$ cat config.mk
export PLATFORM = sky130hd
export DESIGN_NAME = bus_host_arbiter
export DESIGN_NICKNAME = d
export VERILOG_FILES = /design/src/rtl/bus_arb_pkg.sv /design/src/rtl/bus_arb_rr_pick.sv /design/src/rtl/bus_host_arbiter.sv
export SDC_FILE = /design/constraint.sdc
export NUM_CORES = 1
export LEC_CHECK = 0
export BUFFER_PORTS_ARGS = -buffer_cell sky130_fd_sc_hd__buf_2
export CAP_MARGIN = 20
export CORE_AREA = 2 2 162 164
export CTS_BUF_LIST = sky130_fd_sc_hd__clkbuf_4 sky130_fd_sc_hd__clkbuf_8 sky130_fd_sc_hd__clkbuf_16
export CTS_CLUSTER_DIAMETER = 30
export CTS_CLUSTER_SIZE = 28
export DETAILED_ROUTE_END_ITERATION = 12
export DIE_AREA = 0 0 164 166
export GPL_TIMING_DRIVEN = 0
export RECOVER_POWER = 100
export SLEW_MARGIN = 20
export SYNTH_ARGS = -nofsm -noshare
export SYNTH_HDL_FRONTEND = slang
export SYNTH_SLANG_ARGS = --single-unit
$ cat constraint.sdc
create_clock -name clk_sys_i -period 2.4 [get_ports clk_sys_i]
set_input_delay 0.48 -clock clk_sys_i [delete_from_list [all_inputs] [get_ports clk_sys_i]]
set_output_delay 0.48 -clock clk_sys_i [all_outputs]
set_load 0.005 [all_outputs]
$ cat src/rtl/bus_arb_pkg.sv
// bus_arb_pkg: shared types and constants for the bus host arbiter
package bus_arb_pkg;
  typedef enum logic {ArbIdle, ArbWait} arb_state_e;
  localparam int unsigned BeWidth = 4;
endpackage

$ cat src/rtl/bus_arb_rr_pick.sv
// bus_arb_rr_pick: rotate-priority picker, first set request at or after ptr_i modulo N
module bus_arb_rr_pick #(
  parameter int unsigned N = 3,
  parameter int unsigned PW = $clog2(N)
) (
  input  logic [N-1:0]  req_i,
  input  logic [PW-1:0] ptr_i,
  output logic [PW-1:0] idx_o,
  output logic          valid_o
);
  logic [PW-1:0] j;
  always_comb begin
    idx_o = '0;
    valid_o = 1'b0;
    j = '0;
    for (int i = 0; i < int'(N); i++) begin
      j = PW'((int'(ptr_i) + i) % int'(N));
      if (!valid_o && req_i[j]) begin
        idx_o = j;
        valid_o = 1'b1;
      end
    end
  end
endmodule

$ cat src/rtl/bus_host_arbiter.sv
// bus_host_arbiter: round-robin sharing of one device bus port among NrHosts hosts,
// single outstanding transaction, response routing and device timeout.
module bus_host_arbiter
  import bus_arb_pkg::*;
#(
  parameter int unsigned NrHosts = 3,
  parameter int unsigned DataWidth = 32,
  parameter int unsigned AddressWidth = 32,
  parameter int unsigned TimeoutCycles = 16
) (
  input  logic                                  clk_sys_i,
  input  logic                                  rst_sys_ni,
  input  logic [NrHosts-1:0]                    host_req_i,
  output logic [NrHosts-1:0]                    host_gnt_o,
  input  logic [NrHosts-1:0][AddressWidth-1:0]  host_addr_i,
  input  logic [NrHosts-1:0]                    host_we_i,
  input  logic [NrHosts-1:0][BeWidth-1:0]       host_be_i,
  input  logic [NrHosts-1:0][DataWidth-1:0]     host_wdata_i,
  output logic [NrHosts-1:0]                    host_rvalid_o,
  output logic [NrHosts-1:0][DataWidth-1:0]     host_rdata_o,
  output logic [NrHosts-1:0]                    host_err_o,
  output logic                                  dev_req_o,
  output logic [AddressWidth-1:0]               dev_addr_o,
  output logic                                  dev_we_o,
  output logic [BeWidth-1:0]                    dev_be_o,
  output logic [DataWidth-1:0]                  dev_wdata_o,
  input  logic                                  dev_rvalid_i,
  input  logic [DataWidth-1:0]                  dev_rdata_i,
  input  logic                                  dev_err_i,
  output logic                                  busy_o,
  output logic                                  timeout_o
);
  localparam int unsigned PtrW = $clog2(NrHosts);
  localparam int unsigned CntW = TimeoutCycles > 0 ? $clog2(TimeoutCycles + 1) : 1;
  localparam logic [CntW-1:0] CntLast = CntW'(TimeoutCycles > 0 ? TimeoutCycles - 1 : 0);
  localparam logic [CntW-1:0] CntMax = CntW'(TimeoutCycles);

  arb_state_e state_q, state_d;
  logic [PtrW-1:0] rr_ptr_q, rr_ptr_d, owner_q, owner_d, winner;
  logic [CntW-1:0] tmo_cnt_q, tmo_cnt_d;
  logic win_valid, grant, rsp, tmo;

  bus_arb_rr_pick #(.N(NrHosts), .PW(PtrW)) u_pick (
    .req_i  (host_req_i),
    .ptr_i  (rr_ptr_q),
    .idx_o  (winner),
    .valid_o(win_valid)
  );

  // Grants are qualified by rst_sys_ni so requests cannot leak a grant while reset is held.
  always_comb begin
    rsp = state_q == ArbWait && dev_rvalid_i;
    tmo = TimeoutCycles > 0 && state_q == ArbWait && !dev_rvalid_i && tmo_cnt_q == CntLast;
    grant = rst_sys_ni && win_valid && (state_q == ArbIdle || dev_rvalid_i);
    state_d = grant ? ArbWait : (rsp || tmo) ? ArbIdle : state_q;
    owner_d = grant ? winner : owner_q;
    rr_ptr_d = !grant ? rr_ptr_q : (winner == PtrW'(NrHosts - 1)) ? '0 : winner + 1'b1;
    tmo_cnt_d = grant ? '0 :
                (state_q == ArbWait && !dev_rvalid_i && tmo_cnt_q != CntMax) ? tmo_cnt_q + 1'b1 :
                tmo_cnt_q;
    host_gnt_o = grant ? NrHosts'(1) << winner : '0;
    host_rvalid_o = (rsp || tmo) ? NrHosts'(1) << owner_q : '0;
    host_rdata_o = '0;
    host_err_o = '0;
    if (rsp) host_rdata_o[owner_q] = dev_rdata_i;
    if (rsp || tmo) host_err_o[owner_q] = rsp ? dev_err_i : 1'b1;
    dev_req_o = grant;
    dev_addr_o = grant ? host_addr_i[winner] : '0;
    dev_we_o = grant ? host_we_i[winner] : 1'b0;
    dev_be_o = grant ? host_be_i[winner] : '0;
    dev_wdata_o = grant ? host_wdata_i[winner] : '0;
    busy_o = state_q == ArbWait;
    timeout_o = tmo;
  end

  always_ff @(posedge clk_sys_i or negedge rst_sys_ni) begin
    if (!rst_sys_ni) begin
      state_q <= ArbIdle;
      rr_ptr_q <= '0;
      owner_q <= '0;
      tmo_cnt_q <= '0;
    end else begin
      state_q <= state_d;
      rr_ptr_q <= rr_ptr_d;
      owner_q <= owner_d;
      tmo_cnt_q <= tmo_cnt_d;
    end
  end
endmodule

## Word level (Yosys, flattened, before mapping)

Index checks and enable logic that the tools add are counted.

| word-level totals | value |
|---|---|
| register bits | 10 |
| latch bits | 0 |
| bits in writable memories | 0 |
| bits in read-only memories | 0 |
| input bits | 246 |
| output and inout port bits | 177 |
| word-level logic and storage cells | 79 |
| memories kept | 0 |

| operators by class | value |
|---|---|
| add/sub/neg operators | 4 |
| $mul | 0 |
| div/mod/pow operators | 3 |
| $lt $le $gt $ge | 6 |
| equality and inequality tests | 3 |
| shift-type cells | 2 |
| multiplexer cells | 38 |
| bitwise gates (word level) | 3 |
| reduce and logical (&&, ||, !) cells | 16 |

Operators with widths:

| operator | number |
|---|---|
| $mux W32 | 5 |
| $bmux W32 S2 | 2 |
| $and A96 B96 Y96 | 1 |
| $mux W96 | 1 |
| $demux W32 S2 | 1 |
| $mod A32 B3 Y32 const B | 2 |
| $mod A3 B3 Y32 const B | 1 |
| $lt A2 B3 Y1 const B | 5 |
| $mux W1 | 12 |
| $mux W5 | 2 |
| $logic_and A1 B1 Y1 | 9 |
| $mux W3 | 3 |
| $bmux W1 S2 | 4 |
| $bmux W4 S2 | 1 |
| $mux W2 | 4 |
| $mux W4 | 2 |
| $shl A1 B2 Y3 const A | 2 |
| $add A5 B1 Y5 const B | 1 |
| $eq A5 B4 Y1 const B | 1 |
| $ne A5 B5 Y1 const B | 1 |
| $reduce_bool A2 Y1 | 2 |
| $add A2 B1 Y3 const B | 1 |
| $add A2 B2 Y3 const B | 1 |
| $and A3 B3 Y3 | 1 |
| other kinds (7) | 10 |

## Longest topological paths before layout

| logic depth | value |
|---|---|
| word-level depth | 13 |
| gate-level depth with buffers | 11 |
| depth with buffers taken out | 9 |

## Hierarchy

A second synthesis with hierarchy kept.

| second synthesis, totals | value |
|---|---|
| cells, all modules | 504 |
| area, all modules | 3,447.1 µm² |

Modules (own cells, without submodules):

| module | times used | cells each | area each (µm²) | seq. area each (µm²) |
|---|---|---|---|---|
| bus_host_arbiter | 1 | 478 | 3,246.9 | 250.2 |
| bus_arb_rr_pick | 1 | 26 | 200.2 | 0.0 |

## Worst setup path before layout

Ideal clock, no wire load.

| path | value |
|---|---|
| path kind | flip-flop to output port |
| start point | register rr_ptr_q[0] |
| end point | output dev_addr_o[24] |
| data arrival time | 1,992 ps |
| data required time | 1,920 ps |
| path slack | -72 ps |
| stages on the path, launching flop included | 11 |
| buffers on the path | 3 |
| path through | dfrtp_1 -> inv_1 -> ha_1 -> buf_2 -> nor2b_1 -> o211ai_1 -> o221a_2 -> buf_2 -> buf_2 -> nand2_1 -> a31oi_1 |

| on the way | value |
|---|---|
| cells in the longest elaborated chain, start to end | 13 |
| elaborated cells on any way between the ends | 26 |
| classes of those cells | add/sub (2); div (3); mux (15); reduce/logical (6) |

Ends and longest elaborated chain:

| what | RTL line | text |
|---|---|---|
| start, declared | bus_host_arbiter.sv:39 | `logic [PtrW-1:0] rr_ptr_q, rr_ptr_d, owner_q, owner_d, winner;` |
| start signal, assigned | bus_host_arbiter.sv:84 | `rr_ptr_q <= rr_ptr_d;` |
| parallel branches: the longest is 12 deep, another holds $mod A32 B3 Y32 | - |  |
| $mux W32 * | bus_host_arbiter.sv:68 | `dev_addr_o = grant ? host_addr_i[winner] : '0;` |
| end, declared | bus_host_arbiter.sv:23 | `output logic [AddressWidth-1:0] dev_addr_o,` |

Mark *: on every way between the ends. The select of a mux whose other input is x is not followed.

## Worst setup path after layout

| path | value |
|---|---|
| start point | register rr_ptr_q[1] |
| end point | output dev_wdata_o[21] |

| on the way | value |
|---|---|
| cells in the longest elaborated chain, start to end | 13 |
| elaborated cells on any way between the ends | 26 |
| classes of those cells | add/sub (2); div (3); mux (15); reduce/logical (6) |

Ends and longest elaborated chain:

| what | RTL line | text |
|---|---|---|
| parallel branches: the longest is 12 deep, another holds $mod A32 B3 Y32 | - |  |
| $mux W32 * | bus_host_arbiter.sv:71 | `dev_wdata_o = grant ? host_wdata_i[winner] : '0;` |
| end, declared | bus_host_arbiter.sv:26 | `output logic [DataWidth-1:0] dev_wdata_o,` |

Marked as above.

==> results.txt <==
Category of cells accounting for the largest share of critical-path delay: compound AO/OA/AOI/OAI gates
Unrepaired setup endpoints after global routing: yes
Warning count from the yosys run: 0
Number of hold buffers added after CTS: 0
Final Routed Wirelength: 23450 um
Core Box Area: 0.02562 mm^2
Final hold viol count: 0
Drt wl/cell: 17.82 um
Summed instance area of the synthesized netlist: 0.003018 mm^2
CTS buffer count: 3
Maximum clock rate: 321.1 MHz
CP bufs+invs: 5
Area leader, netlist: sky130_fd_sc_hd__and2_1
Count of buffers from port buffering: 422
Relative area change from synthesis to final layout: 118.4%
Data required, critical path: 1920 ps
Clock transition at the registers of the reported paths: 40 ps
Clock tree from TritonCTS: done
Highest cell delay on the worst timing path: 420 ps
Area of all placed cells without fillers: 0.006591 mm^2
Most used DFF post-synth: sky130_fd_sc_hd__dfrtp_1
I/O pin total: 423
Async SR Flop Fraction: 100.0%
Cell row count: 59
First-pass GRT wire length: 31980 um
Width of the die: 164 um
Startpoint-to-endpoint class of the critical path: reg2out
Crit path max-delay cell type: sky130_fd_sc_hd__dfrtp_1
Number of nets in the final layout: 1228
CTS H-tree lvls: 1
Classification of the worst-slack hold path: in2async
Latest clock arrival within the worst-skew pair: 240 ps
Detailed-router iteration count before antenna repair: 5
Weighted congestion at the end of routability-driven global placement: 0.8826
Part of the Yosys area used for sequential elements: 8.292%
Die area: 0.02722 mm^2
Clock tree root buffer cell: sky130_fd_sc_hd__clkbuf_16
Remaining max-slew budget at the tightest pin: 57.34%
Overflow after GRT: 0
Pwr dens: 1300 mW/mm^2
Clock sink count: 10
Run status: finished, violations left
Count of routing violations after the opening detailed-route iteration: 301
Number of maximum-capacitance constraint violations: 0
Violations in the final reports: setup timing
Reg-to-Reg End: owner_q[0]$_DFFE_PN0P_
Max Fanout on Critical Path: 10
Beginning of the worst register-to-register path: rr_ptr_q[1]$_DFFE_PN0P_
Static Leak: 3.527 nW
Shortest clock period the worst path allows after layout: 3114 ps
Initial antenna violation count: 7
Number of synthesized register bits: 10
Startpoint kind of the worst setup timing path: register
Count of antenna-violating nets left after detailed routing: 0
All-layer global routing usage: 15.66%
Total via count after detailed routing: 5672
Number of endpoints failing setup at the final stage: 104
Worst setup slack for register-to-register paths: -30 ps
Post-Syn Area per Cell: 5.804 um^2
Vertical die dimension: 166 um
Number of distinct standard cells referenced by the synthesized netlist: 41
Number of flops mapped to enable cells by yosys: 0
Bufs on Longest Clock Path: 2
Post-Syn Nets: 773
Fraction of layout instances using a drive strength above 1: 57.49%
Worst clock skew: 1.866 ps
Commonest cells after routing, fill and taps aside: sky130_fd_sc_hd__buf_2 (411), sky130_fd_sc_hd__nand2_1 (133), sky130_fd_sc_hd__and2_1 (86), sky130_fd_sc_hd__a31oi_1 (64), sky130_fd_sc_hd__o21ai_0 (33)
Area after DPL: 0.005614 mm^2
Cell-by-cell trace of the critical path: inv_2 > ha_4 > mux2i_4 > o22ai_2 > o21bai_4 > o311ai_4 > buf_12 > inv_6 > buf_4 > o21ai_0 > a31oi_2 > buf_2
Crit share post-route: 129.7%
Final routed DRC violation total: 0
Area contributors post-synth: sky130_fd_sc_hd__and2_1 (21%), sky130_fd_sc_hd__nand2_1 (18%), sky130_fd_sc_hd__a31oi_1 (15%)
Critical Path Sink Type: primary output
Critical Path AT: 2630 ps
Starting density of the core: 11.78%
Largest net degree at the start of global routing: 12
Overall power: 8.572 mW
Worst slew pin tran: 640.0 ps
Area share of the largest cell type after synthesis: 20.52%
Syn Inst Count: 520
Worst supply voltage drop on vdd: 630.7 uV
Via count of the first global-routing pass: 5369
Max Slew Vio Count: 0
Most frequent standard cell in the layout excluding fill and tap cells: sky130_fd_sc_hd__buf_2
DP HPWL: 18510 um
R2r worst-path depth: 10
Setup ws final: -713.9 ps
DR vias/cell: 4.310
cell usage after synthesis (2+ instances only):
cell and n:
sky130_fd_sc_hd__nand3b_1 2, sky130_fd_sc_hd__nand2b_1 2, sky130_fd_sc_hd__nor2b_1 4, sky130_fd_sc_hd__nand2_1 144, sky130_fd_sc_hd__nor4b_1 2, sky130_fd_sc_hd__inv_1 8
sky130_fd_sc_hd__clkbuf_1 17, sky130_fd_sc_hd__buf_2 25, sky130_fd_sc_hd__a21oi_1 2, sky130_fd_sc_hd__buf_6 2, sky130_fd_sc_hd__a31oi_1 70, sky130_fd_sc_hd__or3b_2 2
sky130_fd_sc_hd__o22ai_1 4, sky130_fd_sc_hd__nor2_1 18, sky130_fd_sc_hd__ha_1 7, sky130_fd_sc_hd__o21ai_1 23, sky130_fd_sc_hd__buf_4 3, sky130_fd_sc_hd__o21ai_0 49
sky130_fd_sc_hd__and2_1 99, sky130_fd_sc_hd__dfrtp_1 10, sky130_fd_sc_hd__nor3b_1 2, sky130_fd_sc_hd__xor2_1 2, sky130_fd_sc_hd__mux2i_1 5
final cells by class:
class                           instances  area [um^2]
Antenna cell                            7        17.52
Multi-Input combinational cell        453         2790
Timing Repair inverter                  1        7.507
Buffer                                 47        566.8
Sequential cell                        10        251.5
Clock buffer                            4        88.84
Inverter                                9        38.79
Fill cell                            2892        19020
Tap cell                              335        419.2
Timing Repair Buffer                  450         2411
kinds of logic (layout without fill, tap and decap cells):
logic type | after synthesis | in the layout | share of synthesized area, %
and+or+nand+nor | 280 | 280 | 45.11
AOI/OAI and AO/OA | 157 | 157 | 31.68
buffers and inverters | 57 | 511 | 9.121
DFF | 10 | 10 | 8.292
adders and majority gates | 7 | 7 | 2.902
muxes | 6 | 6 | 2.032
xor gates and xnor gates | 3 | 3 | 0.8708
other | 0 | 7 | 0
flip-flops by register name (all words and copies together) (netlist names):
signal / cells
busy_o: 1
owner_q: 2
rr_ptr_q: 2
tmo_cnt_q: 5
power breakdown:
part	switching, mW	total (mW)	leakage [nW]	internal, mW
Combinational	4.26	7.94	3.36	3.67
Clock	0.0815	0.332	0.0442	0.251
Sequential	0.0680	0.304	0.128	0.236
Total	4.41	8.57	3.53	4.16
stage by stage:
step	util, %	hold slack, ps	std cells	setup TNS, ps	worst slack (ps)
finish	25.73	239.7	1316	-47870	-713.9
floorplan	-	184.4	520	-48.71	-1.624
global placement	21.92	370.5	1277	-54930	-1024
CTS	25.07	116.1	1307	-41040	-611.9
detailed placement	21.92	369.7	1277	-55120	-997.8
global route	25.73	294.7	1316	-58280	-784.4
timing repair:
item	in CTS	in global routing
cloned	6	0
pin swaps	23	5
setup buffers	21	2
gates resized for setup	120	50
setup endpoints to repair	142	133
routing by layer:
layer	track usage [%]	wire [um]	part of all wire, %	up-vias
met5	0	0	0	-
met4	4.462	540	2.3	0
met2	30.14	12140	52	325
met3	2.123	1746	7.4	32
met1	17.62	9016	38	2616
li1	-	-	-	2699
worst max-delay path by stage:
stage | startpoint | end | slack (ps) | depth (start not counted)
after floorplan | rr_ptr_q[0]$_DFFE_PN0P_ | dev_addr_o[15] | -2 | 9
after global placement | rr_ptr_q[1]$_DFFE_PN0P_ | dev_be_o[0] | -1020 | 10
after detailed placement | rr_ptr_q[1]$_DFFE_PN0P_ | dev_be_o[0] | -1000 | 10
after CTS | rr_ptr_q[0]$_DFFE_PN0P_ | dev_we_o | -610 | 11
after global routing | rr_ptr_q[0]$_DFFE_PN0P_ | dev_wdata_o[21] | -780 | 12
final | rr_ptr_q[1]$_DFFE_PN0P_ | dev_wdata_o[21] | -710 | 12
Power figures use the tool's default switching activity.
